**src/rtl/seg7_pkg.sv**
```systemverilog
// Shared types and the seven-segment glyph table for the scan driver.
// Glyphs are active-low with bit order g..a.
package seg7_pkg;

    typedef logic [6:0] seg7_t;

    localparam seg7_t SEG_BLANK = 7'b1111111;

    localparam seg7_t SEG_CODE [0:15] = '{
        7'b1000000, // 0
        7'b1111001, // 1
        7'b0100100, // 2
        7'b0110000, // 3
        7'b0011001, // 4
        7'b0010010, // 5
        7'b0000010, // 6
        7'b1111000, // 7
        7'b0000000, // 8
        7'b0010000, // 9
        7'b0001000, // A
        7'b0000011, // b
        7'b1000110, // C
        7'b0100001, // d
        7'b0000110, // E
        7'b0001110  // F
    };

    // Width of an index over n items, never narrower than one bit.
    function automatic int idx_width(input int n);
        return (n > 1) ? $clog2(n) : 1;
    endfunction

endpackage

```
**src/rtl/seg7_decode.sv**
```systemverilog
// Combinational nibble-to-glyph decoder; codes 10-15 render blank unless hex
// rendering is enabled, and an explicit blank request always wins.
module seg7_decode
    import seg7_pkg::*;
(
    input  logic [3:0] nibble_i,
    input  logic       blank_i,
    input  logic       hex_mode_i,
    output seg7_t      seg_o
);

    always_comb begin
        seg_o = SEG_CODE[nibble_i];
        if (blank_i || (!hex_mode_i && (nibble_i > 4'd9))) begin
            seg_o = SEG_BLANK;
        end
    end

endmodule

```
**src/rtl/seg7_scan_driver.sv**
```systemverilog
// Time-multiplexed common-anode seven-segment driver: latches a packed nibble
// word on load and drives one digit per prescaler slot through registered outputs.
module seg7_scan_driver
    import seg7_pkg::*;
#(
    parameter int NUM_DIGITS = 4,
    parameter int TICK_DIV   = 50000,
    parameter int HEX_MODE   = 0
) (
    input  logic                    clk,
    input  logic                    rst,
    input  logic                    en,
    input  logic                    load,
    input  logic [4*NUM_DIGITS-1:0] value,
    input  logic [NUM_DIGITS-1:0]   dp_in,
    input  logic                    lz_en,
    output logic [6:0]              seg,
    output logic                    dp,
    output logic [NUM_DIGITS-1:0]   an
);

    localparam int IDX_W = idx_width(NUM_DIGITS);
    localparam int PRE_W = idx_width(TICK_DIV);
    localparam logic [IDX_W-1:0] LAST_IDX = IDX_W'(NUM_DIGITS - 1);
    localparam logic [PRE_W-1:0] LAST_PRE = PRE_W'(TICK_DIV - 1);

    logic [PRE_W-1:0]        presc_q, presc_d;
    logic [IDX_W-1:0]        idx_q, idx_d;
    logic [4*NUM_DIGITS-1:0] value_q;
    logic [NUM_DIGITS-1:0]   dp_sh_q;
    logic                    lz_q;
    seg7_t                   seg_q, seg_d;
    logic                    dp_q, dp_d;
    logic [NUM_DIGITS-1:0]   an_q, an_d;

    logic                    tick;
    logic [3:0]              nib [NUM_DIGITS];
    logic [NUM_DIGITS-1:0]   nz_from;
    logic [3:0]              sel_nib;
    logic                    sel_blank;
    seg7_t                   dec_seg;

    assign tick = en && (presc_q == LAST_PRE);

    always_comb begin
        presc_d = presc_q;
        idx_d   = idx_q;
        if (en) begin
            if (tick) begin
                presc_d = '0;
                idx_d   = (idx_q == LAST_IDX) ? '0 : idx_q + 1'b1;
            end else begin
                presc_d = presc_q + 1'b1;
            end
        end
    end

    // nz_from[i] is set when nibble i or any higher nibble is non-zero.
    generate
        for (genvar gi = 0; gi < NUM_DIGITS; gi++) begin : g_digit
            assign nib[gi]     = value_q[4*gi +: 4];
            assign nz_from[gi] = |value_q[4*NUM_DIGITS-1:4*gi];
            assign an_d[gi]    = !(en && (idx_q == IDX_W'(gi)));
        end
    endgenerate

    assign sel_nib   = nib[idx_q];
    assign sel_blank = lz_q && (idx_q != '0) && !nz_from[idx_q];

    seg7_decode u_decode (
        .nibble_i   (sel_nib),
        .blank_i    (sel_blank),
        .hex_mode_i (HEX_MODE != 0),
        .seg_o      (dec_seg)
    );

    // The decimal point ignores leading-zero blanking on purpose.
    assign seg_d = en ? dec_seg : SEG_BLANK;
    assign dp_d  = en ? ~dp_sh_q[idx_q] : 1'b1;

    always_ff @(posedge clk) begin
        if (rst) begin
            presc_q <= '0;
            idx_q   <= '0;
            value_q <= '0;
            dp_sh_q <= '0;
            lz_q    <= 1'b0;
            seg_q   <= SEG_BLANK;
            dp_q    <= 1'b1;
            an_q    <= '1;
        end else begin
            presc_q <= presc_d;
            idx_q   <= idx_d;
            if (load) begin
                value_q <= value;
                dp_sh_q <= dp_in;
                lz_q    <= lz_en;
            end
            seg_q <= seg_d;
            dp_q  <= dp_d;
            an_q  <= an_d;
        end
    end

    assign seg = seg_q;
    assign dp  = dp_q;
    assign an  = an_q;

endmodule

```
**config.mk**
```make
export PLATFORM = sky130hd
export DESIGN_NAME = seg7_scan_driver
export DESIGN_NICKNAME = d
export VERILOG_FILES = /design/src/rtl/seg7_pkg.sv /design/src/rtl/seg7_decode.sv /design/src/rtl/seg7_scan_driver.sv
export SDC_FILE = /design/constraint.sdc
export NUM_CORES = 1
export LEC_CHECK = 0
export CAP_MARGIN = 15
export CELL_PAD_IN_SITES_DETAIL_PLACEMENT = 0
export CELL_PAD_IN_SITES_GLOBAL_PLACEMENT = 1
export CORE_MARGIN = 2
export CORE_UTILIZATION = 44
export DETAILED_ROUTE_END_ITERATION = 6
export PLACE_DENSITY = 0.88
export SKIP_LAST_GASP = 1
export SLEW_MARGIN = 20
export SYNTH_ARGS = -nofsm -noshare
export SYNTH_HDL_FRONTEND = slang
export SYNTH_SLANG_ARGS = --single-unit
```
**constraint.sdc**
```tcl
create_clock -name clk -period 5.8 [get_ports clk]
set_clock_uncertainty 0.15 [all_clocks]
set_input_delay 0.58 -clock clk [delete_from_list [all_inputs] [get_ports clk]]
set_output_delay 0.58 -clock clk [all_outputs]
set_load 0.02 [all_outputs]
```
After elaboration in Yosys (flattened, before gate mapping)

Memories as Yosys holds them, arrays and structs flattened. A register that Yosys moved wholly into a read port is not among the register bits.
Index checks and enable logic that the tools add are counted.

Register bits: 44
Bits in latches: 0
Memory bits (writable): 0
Memory bits (read-only): 112
Bits of input ports: 25
Output and inout bits: 12
Word-level logic and storage cells: 52
Memories: 1

$add $sub $neg: 2
$mul: 0
Divide/modulo/power cells: 0
$lt $le $gt $ge: 3
Equal/unequal tests: 4
Shift-type cells: 0
Muxes and demuxes: 9
Bitwise operators: 4
Reductions and logical operators: 22

Memory list:

| memory          | words | width | read ports | clocked after memory_dff | wr ports | line              | RTL |
|---|---|---|---|---|---|---|---|
| (no name shown) | 16    | 7     | 1          | 1                        | 0        | seg7_decode.sv:13 | `seg_o = SEG_CODE[nibble_i];` |

Operators by type and width:

| kind                                                        | number |
|---|---|
| adder 16 x 1 -> 16 bit (second input constant)              | 1 |
| equality test 16 bit (second input constant)                | 1 |
| 2-to-1 mux 16 bit                                           | 1 |
| OR reduction 16 bit                                         | 1 |
| OR reduction 12 bit                                         | 1 |
| binary-select mux 4 bit (select 2 bit)                      | 1 |
| 2-to-1 mux 4 bit                                            | 2 |
| OR reduction 8 bit                                          | 1 |
| logical AND 1 bit                                           | 7 |
| logical NOT 1 bit                                           | 5 |
| NOT 4 -> 5 bit                                              | 1 |
| binary-select mux 1 bit (select 2 bit)                      | 2 |
| equality test 2 bit (second input constant)                 | 2 |
| greater-than comparator 4 bit (second input constant)       | 1 |
| OR reduction 4 bit                                          | 1 |
| >= comparator 3 bit (second input constant)                 | 1 |
| less-than comparator 2 x 3 -> 1 bit (second input constant) | 1 |
| NOT 2 -> 3 bit                                              | 1 |
| OR reduction 3 bit                                          | 1 |
| adder 2 x 1 -> 2 bit (second input constant)                | 1 |
| equality test 2 x 1 -> 1 bit (second input constant)        | 1 |
| logical NOT 2 bit                                           | 1 |
| 2-to-1 mux 1 bit                                            | 2 |
| 2-to-1 mux 2 bit                                            | 1 |
| other kinds (5)                                             | 6 |

Depth between registers and ports, before layout

Gate-level depths: netlist of run 1.

Depth in word-level cells: 7
Mapped depth: 9
Gate-level depth less buffers: 7

By module

Synthesis of run 1 repeated with hierarchy kept, for this count alone.

Cells, all modules: 249
Area total of the unflattened synthesis: 2463.6 µm²

Modules (own cells, without submodules):

| module           | times used | cells an instance | area an instance (µm²) |
|---|---|---|---|
| seg7_scan_driver | 1          | 210               | 2139.6 |
| seg7_decode      | 1          | 39                | 324.1 |

Least setup slack after synthesis of run 1

No wires, ideal clock.

Kind: register -> register
From: reg idx_q[1]
To: reg seg_q[0] (netlist: seg[0])
Library setup time: 0.127 ns
Arrival: 1.919 ns
Required time: 5.523 ns
Slack: 3.603 ns
Cell stages (with the launch flop): 10
Path buffers: 2
Cells stage by stage: dfxtp_1 > buf_6 > mux4_1 > inv_1 > ha_1 > nor2_1 > o21ai_0 > and2_1 > buf_2 > nand3_1

Longest elaborated chain between the ends: 7
Elaborated cells between the ends (all ways): 14
Those cells by class: order compare (1); mux (5); bitwise (2); reduce/logical (6)

RTL lines:

| what                                                | line                   | RTL |
|---|---|---|
| start: declaration                                  | seg7_scan_driver.sv:28 | `logic [IDX_W-1:0] idx_q, idx_d;` |
| start signal: assignment                            | seg7_scan_driver.sv:93 | `idx_q <= idx_d;` |
| NOT 2 -> 3 bit (not written as such)                | seg7_scan_driver.sv:67 | `assign sel_nib = nib[idx_q];` |
| binary-select mux 4 bit (select 2 bit)              | seg7_scan_driver.sv:67 |  |
| 2-to-1 mux 4 bit (not written as such) (2 in a row) | seg7_scan_driver.sv:67 |  |
| greater-than comparator 4 bit                       | seg7_decode.sv:14      | `if (blank_i \|\| (!hex_mode_i && (nibble_i > 4'd9))) begin` |
| logical OR 1 bit                                    | seg7_decode.sv:14      |  |
| OR reduction 3 bit (no source line)                 | n/a                    |  |
| end: declaration                                    | seg7_scan_driver.sv:32 | `seg7_t seg_q, seg_d;` |

Parallel ways exist; a longest one is shown, timed or not. The select of a mux whose other input is x is not followed.
A chain may end at the register's enable or synchronous reset.

Final worst setup path of run 1

From: reg idx_q[1]
To: reg seg_q[6] (netlist: seg[6])

Same word-level chain as after synthesis.

==> metrics, run 1 <==
predominant post-synthesis flop cell dfxtp_1; XOR/XNOR share of the synthesized area 0.04423; first-pass GRT wire length between 7000 and 8000 um; Worst setup EP type flop; status completed; max_slew headroom 0.3511; Tmin final roughly 2.5 ns; Least-Margin Pin Slew about 0.97 ns; hold slack 0.3406 ns; worst path required time between 5 and 6 ns; FF/Latch Area roughly 1000 sq um; vias in the first global route 1,521; Max clock buf depth 2; Max Slew Vio Count 0; Synth Area in Simple Gates 0.2012; global route overflow 0; largest net degree at the start of global routing 29; hold crit path type flop to flop; TritonCTS clock tree yes; wire length per cell around 13 um; post-synthesis compound-gate area fraction 0.04792; Multi-input gate area 1227 sq um; crit path DAT about 2.6 ns; synth unique cells 37; ANT cells 0; register bit count reported by yosys between 50 and 60; Worst VDD drop ~130 uV; Final setup viols 0; Syn Nets 277; CTS Root Cell clkbuf_8; H-tree levels 2; CP Max Fanout 11; Total Nets Final 306; die area 6004 sq um; share of the synthesized area in the top cell type 0.4297; Post-Synth Adder-Cell Area 0.05793; sw power 0.1531 mW; sequential-to-total area share from yosys stat 0.4297; input/output buffers 36; Die Wd 77.49 um; Pre-Repair DR Iteration Count 4; share of layout cells above drive strength 1 0.04428; Lkg Pwr approximately 1.1 nW; Initial DRC Count 70; Comb pwr share 0.119; Synth top cells by count dfxtp_1 (51), nor2_1 (34), mux2i_1 (25); clock network fraction of total power 0.326; initial antenna violation count 0; DRT antenna net count 0; crit start category flop; maxcap violations 0; asr flop ratio synth 0; RSZ-0062 raised after global routing no; clock sinks between 50 and 60; Synth Instances about 240; Starting Density 0.4594; sw frac 0.2287; hpwl dp around 3100 um; post-synthesis average cell area approximately 10 sq um; Boundary Pins 37; CTS Buf Count 5; fin crit share 0.4391; post-synthesis mux area share 0.1654; Synth-to-Final Area Change 19.43%; critical path class flop to flop; row count 26; routed wire length 4281 um; area leader, netlist dfxtp_1; clk_lat worst skew around 0.30 ns; Setup Total Neg Slack 0 ns; Pint just over 0.5 mW; synth warn 0; DR DRC count 0; Core ar. between 5000 and 6000 sq um; PD cells between 200 and 250 nW/um^2; synthesized area between 2000 and 2500 sq um; via count 1,772; final-report hold violation count 0; f_max around 390 MHz; CTS Hold Bufs 0; cells taking the most area after synthesis dfxtp_1 (43%), mux2i_1 (11%), ha_1 (5.8%); # fillers around 450; Tot GR Track Use 0.1495; Via density roughly 5.2; top-count cell post-synth dfxtp_1; sequential share of power 0.555; Die Y approximately 77 um; largest family of logic cells by synthesized area simple AND/OR/NAND/NOR gates; gpl congestion slightly above 0.8; Post-synth EDFFs 0; Post-CTS Setup Repair Bufs 0; PostCTS Resize Cnt 0; register clock-pin slew on the reported worst setup and hold paths approximately 0.09 ns
==> cells in the final DEF, fill, tap and decap left out, types with 3 or more instances in the layout <==
master	n
or3_1	3
nand3_1	12
nand2b_1	3
nor3b_1	3
a21oi_1	9
nor2_1	34
mux2i_1	25
nand3b_1	3
o21ai_0	6
nand4_1	6
dfxtp_1	51
clkdlybuf4s50_1	36
inv_1	9
xor2_1	9
nand2_1	9
nor4_1	4
and4_1	4
xnor2_1	3
mux4_2	3
clkbuf_8	7
ha_1	11
==> layout make-up <==
class	instances	area share
Tap cell	70	0.03086
Sequential cell	51	0.3598
Clock buffer	8	0.03527
Timing Repair Buffer	37	0.1296
Inverter	9	0.01190
Multi-Input combinational cell	166	0.4325
==> through the flow <==
step | setup WS [ns] | total power [mW] | area (sq um) | utilization | std cells
3_3_place_gp | 3.050 | 0.4588 | 2738 | 0.5293 | 333
3_5_place_dp | 3.032 | 0.4595 | 2738 | 0.5293 | 333
6_report | 3.253 | 0.6693 | 2838 | 0.5486 | 341
4_1_cts | 3.243 | 0.6783 | 2838 | 0.5486 | 341
2_1_floorplan | 3.603 | 0.4281 | 2376 | - | 241
5_1_grt | 3.073 | 0.7070 | 2838 | 0.5486 | 341
==> metal layers <==
| layer | vias to the layer above | wire length (um) | track usage |
|---|---|---|---|
| met5 | - | 0 | 0 |
| met4 | 0 | 46 | 0.05536 |
| met3 | 5 | 229 | 0.04419 |
| met2 | 50 | 1822 | 0.2130 |
| met1 | 821 | 2182 | 0.2131 |
| li1 | 896 | - | - |
==> power groups by stage <==
stage | clock (mW) | combinational, mW | sequential (mW)
6_report | 0.218 | 0.0796 | 0.372
4_1_cts | 0.226 | 0.0802 | 0.372
3_5_place_dp | 0 | 0.0797 | 0.380
5_1_grt | 0.245 | 0.0884 | 0.373
2_1_floorplan | 0 | 0.0459 | 0.382
3_3_place_gp | 0 | 0.0791 | 0.380
==> state kept, by name, indices dropped and copies added, names as in the netlist <==
signal and flops:
an 4, dp_sh_q 4, lz_q 1, dp 1, value_q 16, presc_q 16
seg 7, idx_q 2
==> worst paths after layout <==
kind | depth (start not counted) | from | slack (ns) | end
min | 2 | presc_q[15] | 0.34 | presc_q[15]
max | 7 | idx_q[1] | 3.25 | seg[6]
min reg2reg | 2 | presc_q[15] | 0.34 | presc_q[15]
max reg2reg | 7 | idx_q[1] | 3.25 | seg[6]
==> critical path: stages (launching register included) <==
cell	delay, ns
dfxtp_1	0.60
mux4_1	0.72
inv_1	0.16
ha_1	0.20
nor2_1	0.06
o21ai_0	0.13
and2_1	0.29
nand3_1	0.11
==> logic make-up (layout without fill, tap and decap cells) <==
logic type / Yosys count / after routing
compound gates: 20 / 20
simple gates: 91 / 91
mux: 32 / 32
fa+ha+maj: 11 / 11
buf+inv: 24 / 54
flops: 51 / 51
xor+xnor: 12 / 12
Note: power is estimated with default switching activity, not from simulation.
==> inputs of run 2 (changes only) <==
CORE_UTILIZATION = 41   (was 44)
PLACE_DENSITY = 0.83   (was 0.88)
clock period = 2.4 ns   (was 5.8 ns; I/O delays follow)
==> run 2 against run 1 <==
Compared with the run above: sequential power is 140% higher; cell count is 2.3% higher; maximum frequency rose by 20%; wire length up 3.9%; power increased to 2.6 times the previous value; largest power group unchanged.
==> metrics, run 2 (synthesized netlist as in run 1, its figures left out) <==
vias in the first global route roughly 1,700; crit start category flop; Max clock buf depth 2; Worst setup EP type flop; Synth-to-Final Area Change 22.06%; Initial DRC Count 78; status completed; CTS Hold Bufs 0; worst path required time between 2 and 2.5 ns; Setup Total Neg Slack 0 ns; Tmin final about 2.1 ns; Max Slew Vio Count 0; Starting Density 0.4289; via count roughly 1,700; CTS Buf Count 5; cell family with most CP delay multiplexers; CTS Root Cell clkbuf_8; Die Y between 80 and 90 um; f_max 471.1 MHz; RSZ-0062 raised after global routing no; slowest cell on the critical path mux4_2; cell depth of the worst flop-to-flop path 7; Least-Margin Pin Slew ~0.35 ns; gpl congestion between 0.8 and 0.9; clock sinks just over 50; register clock-pin slew on the reported worst setup and hold paths roughly 0.090 ns; H-tree levels 2; Total Nets Final ~310; Critical Path Stages 7; Tot GR Track Use 0.1561; input/output buffers 36; Worst VDD drop 315.5 uV; Critical path buffers and inverters 1; commonest non-fill, non-tap cells in the layout dfxtp_1 (51), clkdlybuf4s50_1 (36), nor2_1 (34); first-pass GRT wire length between 7000 and 8000 um; crit-path cells mux4_2 -> inv_1 -> ha_1 -> nor2_1 -> o21ai_0 -> and2_2 -> nand3_1; Boundary Pins 37; Die Wd roughly 80 um; Pre-Repair DR Iteration Count 4; initial antenna violation count 0; hold crit path type flop to flop; Lkg Pwr between 1 and 1.5 nW; Hold Path Cell Cnt 2; PD cells ~590 nW/um^2; global route overflow 0; most common cell after layout, fill and taps aside dfxtp_1; # fillers approximately 540; critical path class flop to flop; hpwl dp 3266 um; row count 27; share of layout cells above drive strength 1 0.07581; Core ar. between 5000 and 6000 sq um; CP Max Fanout 7; crit path DAT about 2.2 ns; largest net degree at the start of global routing 26; final worst slack 0.2775 ns; die area about 6400 sq um; Via density just under 5; fin crit share 0.8844; maxcap violations 0; ANT cells 0; total power roughly 1.7 mW; clk_lat worst skew ~0.3 ns; TritonCTS clock tree yes; routed wire length 4449 um; final-report hold violation count 0; DR DRC count 0; Layout Cells excl Fill between 300 and 400; hold slack between 0.3 and 0.4 ns; Post-CTS Setup Repair Bufs 0; Final setup viols 0; wire length per cell 12.75 um; pre-CTS worst setup slack between 0.15 and 0.2 ns; Largest stage delay, worst path roughly 0.58 ns; max_slew headroom 0.7641; DRT antenna net count 0; Placed Cells between 300 and 400
run 2: cell count changes in the layout (fill, tap and decap cells not counted), sizes merged:
cell,before,now
buf,1,7
clkbuf,8,6
bufinv,0,1
clkinv,0,1
run 2: per-stage QoR:
stage                       util  area [sq um]
after CTS                 0.5239          2903
final                     0.5235          2900
after global placement    0.5027          2785
after global routing      0.5235          2900
after floorplan                -          2376
after detailed placement  0.5027          2785
run 2: timing repair:
item | in CTS | in global routing
hold endpoints to repair | 0 | 0
setup endpoints to repair | 0 | 7
gates resized for setup | 0 | 2
run 2: layer usage:
metal,wire length [um],global-route usage
met4,54,0.04576
met1,2392,0.2295
met3,210,0.04157
met2,1791,0.2233
met5,0,0
run 2: area by class of cell:
| type | count | area [sq um] | share of cell area |
|---|---|---|---|
| Multi-Input combinational cell | 166 | 1225 | 0.4223 |
| Sequential cell | 51 | 1021 | 0.3520 |
| Timing Repair Buffer | 43 | 412.9 | 0.1424 |
| Clock buffer | 6 | 82.58 | 0.02847 |
| Clock inverter | 2 | 35.03 | 0.01208 |
| Inverter | 9 | 33.78 | 0.01165 |
| Tap cell | 72 | 90.09 | 0.03106 |
run 2: path summary, 6_finish.rpt:
kind              slack, ns    endpoint  startpoint
hold / removal         0.34  dp_sh_q[1]  dp_sh_q[1]
setup reg to reg       0.28      seg[0]    idx_q[1]
setup / recovery       0.28      seg[0]    idx_q[1]
hold reg to reg        0.34  dp_sh_q[1]  dp_sh_q[1]
run 2: report_power, final:
group	switching [mW]	internal, mW
clock network	0.277	0.338
registers	0.0209	0.879
logic	0.0885	0.109
run 2: worst register-to-register path: stages (launching register included):
cell and delay (ns):
dfxtp_1 0.40, mux4_2 0.58, inv_1 0.14, ha_1 0.22, nor2_1 0.06, o21ai_0 0.14, and2_2 0.23, nand3_1 0.09
==> inputs of run 3 (changes only) <==
CORE_MARGIN = 1   (was 2)
==> run 3 against run 2 <==
Compared with the run above: global-route usage is 0.73 points higher; non-clock buffer count is 1 lower; design area is 0.17% lower; power is 0.12% higher; hold slack better by 0.0044 ns; utilization is 0.090 points lower; combinational power hardly changed; register-to-register slack hardly changed; count of clock-buffer cells in the layout stayed put; die area is 4.9% lower; worst setup slack better by 0.0046 ns; highest routed layer unchanged.
==> metrics, run 3 (synthesized netlist as in run 1, its figures left out) <==
Setup crit start idx_q[1]; Starting Density 0.4289; share of layout cells above drive strength 1 0.07971; Placed Cells 340; Core ar. between 5000 and 6000 sq um; crit path capture seg[5]; worst path required time 2.43 ns; via count 1,756; R2R Path End seg[5]; input/output buffers 36; clock sinks a little over 50; CTS Root Cell clkbuf_8; crit path DAT approximately 2.2 ns; final-report hold violation count 0; Area after DPL about 2800 sq um; status completed; Comb pwr share 0.115; critical path class flop to flop; fin crit share 0.8825; largest net degree at the start of global routing 26; clk_lat worst skew approximately 0.3 ns; register clock-pin slew on the reported worst setup and hold paths around 0.090 ns; hpwl dp 3283 um; most common cell after layout, fill and taps aside dfxtp_1; first-pass GRT wire length between 7000 and 8000 um; maxcap violations 0; Pre-Repair DR Iteration Count 4; CP Max Fanout 7; commonest non-fill, non-tap cells in the layout dfxtp_1 (49), clkdlybuf4s50_1 (36), nor2_1 (34); Setup Total Neg Slack 0 ns; Worst setup EP type flop; wire length per cell roughly 13 um; PD cells 591.8 nW/um^2; Layout Cells excl Fill approximately 350; sw frac 0.2266; DRT antenna net count 0; Total Nets Final a little over 300; sw power 0.3883 mW; Via density around 5.0; cell depth of the worst flop-to-flop path 7; sequential share of power 0.525; crit start category flop; Worst VDD drop 280.0 uV; H-tree levels 2; clock network fraction of total power 0.360; max_slew headroom 0.7635; Final Cell Area slightly below 3000 sq um; Lkg Pwr 1.150 nW; ANT cells 0; initial antenna violation count 0; die area 6104 sq um; pre-CTS worst setup slack about 0.063 ns; Boundary Pins 37; Die Wd ~78 um; Synth-to-Final Area Change 21.85%; gpl congestion approximately 0.89; hold slack approximately 0.35 ns; CTS Buf Count 5; Max Slew Vio Count 0; Pint approximately 1.3 mW; DR DRC count 0; total power about 1.7 mW; Least-Margin Pin Slew 0.3515 ns; RSZ-0062 raised after global routing no; TritonCTS clock tree yes; global route overflow 0; row count 27; Tmin final around 2.1 ns; Initial DRC Count 63; final worst slack approximately 0.28 ns; flop-to-flop setup slack roughly 0.28 ns; routed wire length roughly 4500 um; f_max between 400 and 500 MHz; Max clock buf depth 2; Final setup viols 0; hold crit path type flop to flop; Die Y between 70 and 80 um; worst r2r src idx_q[1]; vias in the first global route 1,672; Post-CTS Setup Repair Bufs 0; final core occ 0.5226; Tot GR Track Use 0.1634
==> run 3: cell types whose count changed in the layout (fill, tap and decap cells not counted) <==
cell     previous run  this run
dfxtp_2             0         2
dfxtp_1            51        49
buf_4               7         6
==> run 3: worst max-delay path, stage by stage (launching register included) <==
cell and delay (ns):
dfxtp_2 0.41, mux4_2 0.57, inv_1 0.14, ha_1 0.20, nor2_1 0.05, o21ai_0 0.14
and2_2 0.23, nand3_1 0.09
==> run 3: power by group through the flow <==
stage,registers (mW),clock network [mW],logic [mW]
finish,0.900,0.617,0.197
global route,0.904,0.665,0.218
CTS,0.900,0.638,0.198
detailed placement,0.919,0,0.197
global placement,0.919,0,0.196
floorplan,0.924,0,0.111
==> run 3: repair_timing <==
action / CTS / global route
gates resized for setup: 0 / 4
setup endpoints to repair: 0 / 7
hold buffers: 0 / 0
==> run 3: area by class of cell <==
| class | instances | area [sq um] |
|---|---|---|
| Multi-Input combinational cell | 166 | 1225 |
| Fill cell | 533 | 2645 |
| Sequential cell | 51 | 1023 |
| Tap cell | 72 | 90.09 |
| Clock buffer | 6 | 82.58 |
| Inverter | 9 | 33.78 |
| Clock inverter | 2 | 35.03 |
| Timing Repair Buffer | 42 | 405.4 |
==> run 3: worst min path at each step <==
stage / startpoint / end / cells after the start
6_report: dp_sh_q[1] / dp_sh_q[1] / 2
5_1_grt: dp_sh_q[1] / dp_sh_q[1] / 2
3_3_place_gp: dp_sh_q[3] / dp_sh_q[3] / 2
3_5_place_dp: dp_sh_q[1] / dp_sh_q[1] / 2
2_1_floorplan: dp_in[1] / dp_sh_q[1] / 2
4_1_cts: dp_sh_q[1] / dp_sh_q[1] / 2
==> run 3: per-layer routing <==
layer | part of all wire | GRT usage
met4 | 0.015 | 0.07407
met3 | 0.038 | 0.02674
met2 | 0.43 | 0.2509
met1 | 0.52 | 0.2246
met5 | 0 | 0
==> RTL change 1: new RTL, config.mk and constraints of run 2 <==
Register the output `an` once more, cleared by the reset; this adds one clock of latency there. The other outputs are not delayed to match.
--- a/src/rtl/seg7_scan_driver.sv
+++ b/src/rtl/seg7_scan_driver.sv
@@ -104,7 +104,13 @@
 
     assign seg = seg_q;
     assign dp  = dp_q;
-    assign an  = an_q;
+    always_ff @(posedge clk) begin
+        if (rst) begin
+            an <= '0;
+        end else begin
+            an <= an_q;
+        end
+    end
 
 endmodule
 
Behaviour: not the same (Yosys sat finds a counterexample within 4 cycles, from zero or initial values and one cycle with rst high).
==> RTL change 1 against run 2 <==
- cell area is 4.1% higher
- global-route usage is 0.87 points lower
- largest power group unchanged
- wire length is 1.1% higher
- area after synthesis is 4.4% higher
- setup slack worse by 0.12 ns
- power is 5.1% higher
- sequential cell count is 4 higher
==> RTL change 1: results (changes against run 2) <==
[synthesis]
postSynthCellCount = 249  ; +3.3%
synth_nets = 285  ; +2.9%
yosysSeqAreaShare_pct = 44.4  ; +1.4 points
synth_compound_area_share_pct = 4.49  ; -0.30 points
synthAdderAreaFrac_pct = 5.55  ; -0.25 points
synth-xor-area-share_pct = 4.24  ; -0.19 points
muxShareOfSynthArea_pct = 15.8  ; -0.70 points

[detailed_routing]
drtIter0Drc = 113  ; +45%
dr_wl_met2_mm = 1.87  ; +4.6%
wl_met1_mm = 2.37  ; -0.75%
routed_via_density = 4.94  ; +0.33%
routedWlPerCell_um = 12.5  ; -2.3%

[final_layout]
fin_util_pct = 51.3  ; -1.0 points
signal_buffers = 44  ; +2.3%
clkCellAreaFrac_pct = 3.89  ; -0.16 points
fin_nets = 321  ; +2.9%
multi_input_cells = 170  ; +2.4%
nonClkBufAreaFrac_pct = 13.9  ; -0.32 points
multi_input_area_share_pct = 41.5  ; -0.73 points

[placement]
dp_cells = 353  ; +3.5%
place.gp.congestion = 0.825  ; -0.54%
hpwl_mm = 3.32  ; +1.8%
pre_cts_slack_ns = 0.144  ; -0.0116 ns

[global_routing]
met1_usage_pct = 21.4  ; -1.6 points

[status]
outcome = completed

[power]
peakVddDrop_mv = 0.345  ; +9.5%

-- RTL change 1: timing repair --
| item | 4_1_cts | 5_1_grt |
|---|---|---|
| hold buffers | 0 | 0 |
| endpoints found under the setup margin | 0 | 1 |
| gates resized for setup | 0 | 1 |
| setup buffers | 0 | 0 |
-- RTL change 1: cell families after synthesis --
logic type               after synthesis
AO/OA/AOI/OAI                         20
XOR/XNOR                              12
adder cells (fa/ha/maj)               11
buffers and inverters                 24
flip-flops                            55
multiplexers                          32
AND/OR/NAND/NOR                       95
-- RTL change 1: path summary, 6_finish.rpt --
kind,to,cells past startpoint,startpoint,slack (ns)
hold reg to reg,an[0],1,an_q[0],0.30
setup reg to reg,seg[6],7,idx_q[1],0.16
hold / removal,an[0],1,an_q[0],0.30
setup / recovery,seg[6],7,idx_q[1],0.16
-- RTL change 1: power by group --
group | total (mW) | internal [mW] | switching [mW]
sequential | 0.970 | 0.949 | 0.0215
clock | 0.619 | 0.338 | 0.282
combinational | 0.209 | 0.115 | 0.0946
==> RTL change 2: new RTL, flow settings as in run 2 <==
Without the edit above. Change the parameter `TICK_DIV` from 50000 to 100000.
--- a/src/rtl/seg7_scan_driver.sv
+++ b/src/rtl/seg7_scan_driver.sv
@@ -4,7 +4,7 @@
     import seg7_pkg::*;
 #(
     parameter int NUM_DIGITS = 4,
-    parameter int TICK_DIV   = 50000,
+    parameter int TICK_DIV   = 100000,
     parameter int HEX_MODE   = 0
 ) (
     input  logic                    clk,
Behaviour: same outputs for any inputs over 10 cycles, from zero or initial values and one cycle with rst high; that may be too few to reach the edited logic, so the function may still have changed.
==> RTL change 2 against run 2 <==
- power grew 2.0%
- combinational power grew 14%
- worst hold slack gained 0.0073 ns
- area after synthesis grew 3.8%
- setup slack lost 0.069 ns
- core utilization shrank 0.36 points
- sequential cell count grew 1
- cell area grew 4.9%
- wire length grew 14%
- critical endpoint is now seg[2]
- largest cell class unchanged
==> RTL change 2: results (changes against run 2) <==
[power]
p_int_mw = 1.33  ; about the same
leakagePower_nw = 1.20  ; +4.1%
clkPwrFrac_pct = 34.4  ; -1.5 points
peakVddDrop_mv = 0.239  ; -24%
pg_seq_uw = 920  ; +2.3%

[synthesis]
yosysUniqueCellTypes = 42  ; +14%
synth_compound_area_share_pct = 6.90  ; +2.1 points
muxShareOfSynthArea_pct = 15.6  ; -0.97 points
yosysWarnings = 0  ; unchanged
synth-xor-area-share_pct = 6.03  ; +1.6 points
postSynthCellCount = 256  ; +6.2%
synth_nets = 292  ; +5.4%
synthTopCellsByCount = dfxtp_1 (52), nor2_1 (45), mux2i_1 (23), nand2_1 (19), xor2_1 (13)
synthAdderAreaFrac_pct = 5.58  ; -0.21 points
yosysSeqAreaShare_pct = 42.2  ; -0.78 points
yosys-top-cells-area = dfxtp_1 (42%), mux2i_1 (9.3%), nor2_1 (6.8%), ha_1 (5.6%), xor2_1 (4.6%)

[final_layout]
seq_area_share_pct = 34.3  ; -0.94 points
inverters = 7  ; -2
nonClkBufAreaFrac_pct = 14.8  ; +0.57 points
multi_input_area_share_pct = 43.4  ; +1.2 points
finalNonFillerCells = 374  ; +7.2%
clkCellAreaFrac_pct = 3.54  ; -0.52 points
fin_nets = 334  ; +7.1%
nFillCells = 550  ; +2.4%
post_route_cells_drive_above_1_share_pct = 10.7  ; +3.1 points
multi_input_cells = 184  ; +11%
signal_buffers = 48  ; +12%

[detailed_routing]
vias = 1880  ; +9.4%
drtIter0Drc = 62  ; -21%
dr_wl_met2_mm = 2.15  ; +20%
wl_met1_mm = 2.66  ; +11%
routedWlPerCell_um = 13.6  ; +6.3%
routed-wl-met3_um = 186  ; -11%

[global_routing]
grt_start_max_net_pins = 28  ; +7.7%
track_usage_pct = 16.6  ; +0.94 points
use_met2_pct = 23.1  ; +0.78 points
grt_pass1_wl_mm = 8.46  ; +8.0%
use_met3_pct = 3.30  ; -0.86 points
grt_pass1_vias = 1729  ; +3.3%
met1_usage_pct = 25.0  ; +2.1 points

[timing]
tightest_slew_ns = 0.376  ; +0.0223 ns
worst_slack_ns = 0.209  ; -0.0686 ns

[status]
outcome = completed

[placement]
place.gp.congestion = 0.809  ; -2.5%
hpwl_mm = 3.73  ; +14%
pre_cts_slack_ns = 0.176  ; +0.0202 ns

[setup_path]
worstPathArrival_ns = 2.23  ; +0.08 ns
crit_path_max_fanout = 6  ; -1

[clock_network]
clock_sinks = 52  ; +2.0%

[RTL change 2: worst paths after layout]
kind / startpoint / endpoint / depth (start not counted)
setup / recovery: idx_q[1] / seg[2] / 6
hold / removal: dp_sh_q[3] / dp_sh_q[3] / 2
setup reg to reg: idx_q[1] / seg[2] / 6
hold reg to reg: dp_sh_q[3] / dp_sh_q[3] / 2
[RTL change 2: critical path: stages, from the launching register on]
cell      delay (ns)
dfxtp_1         0.44
mux4_2          0.61
inv_1           0.14
ha_1            0.32
o21bai_4        0.11
a21oi_4         0.20
o211ai_1        0.10
[RTL change 2: timing repair]
item | 4_1_cts | 5_1_grt
setup endpoints to repair | 0 | 3
gates resized for setup | 0 | 1
buffers inserted | 0 | 0
[RTL change 2: metrics by stage]
stage,instance area (um^2),power (mW),hold WS [ns]
after CTS,3040,1.76,0.351
after floorplan,2470,1.07,0.237
after global routing,3040,1.83,0.385
after global placement,2930,1.16,0.320
final,3040,1.75,0.350
after detailed placement,2930,1.16,0.334
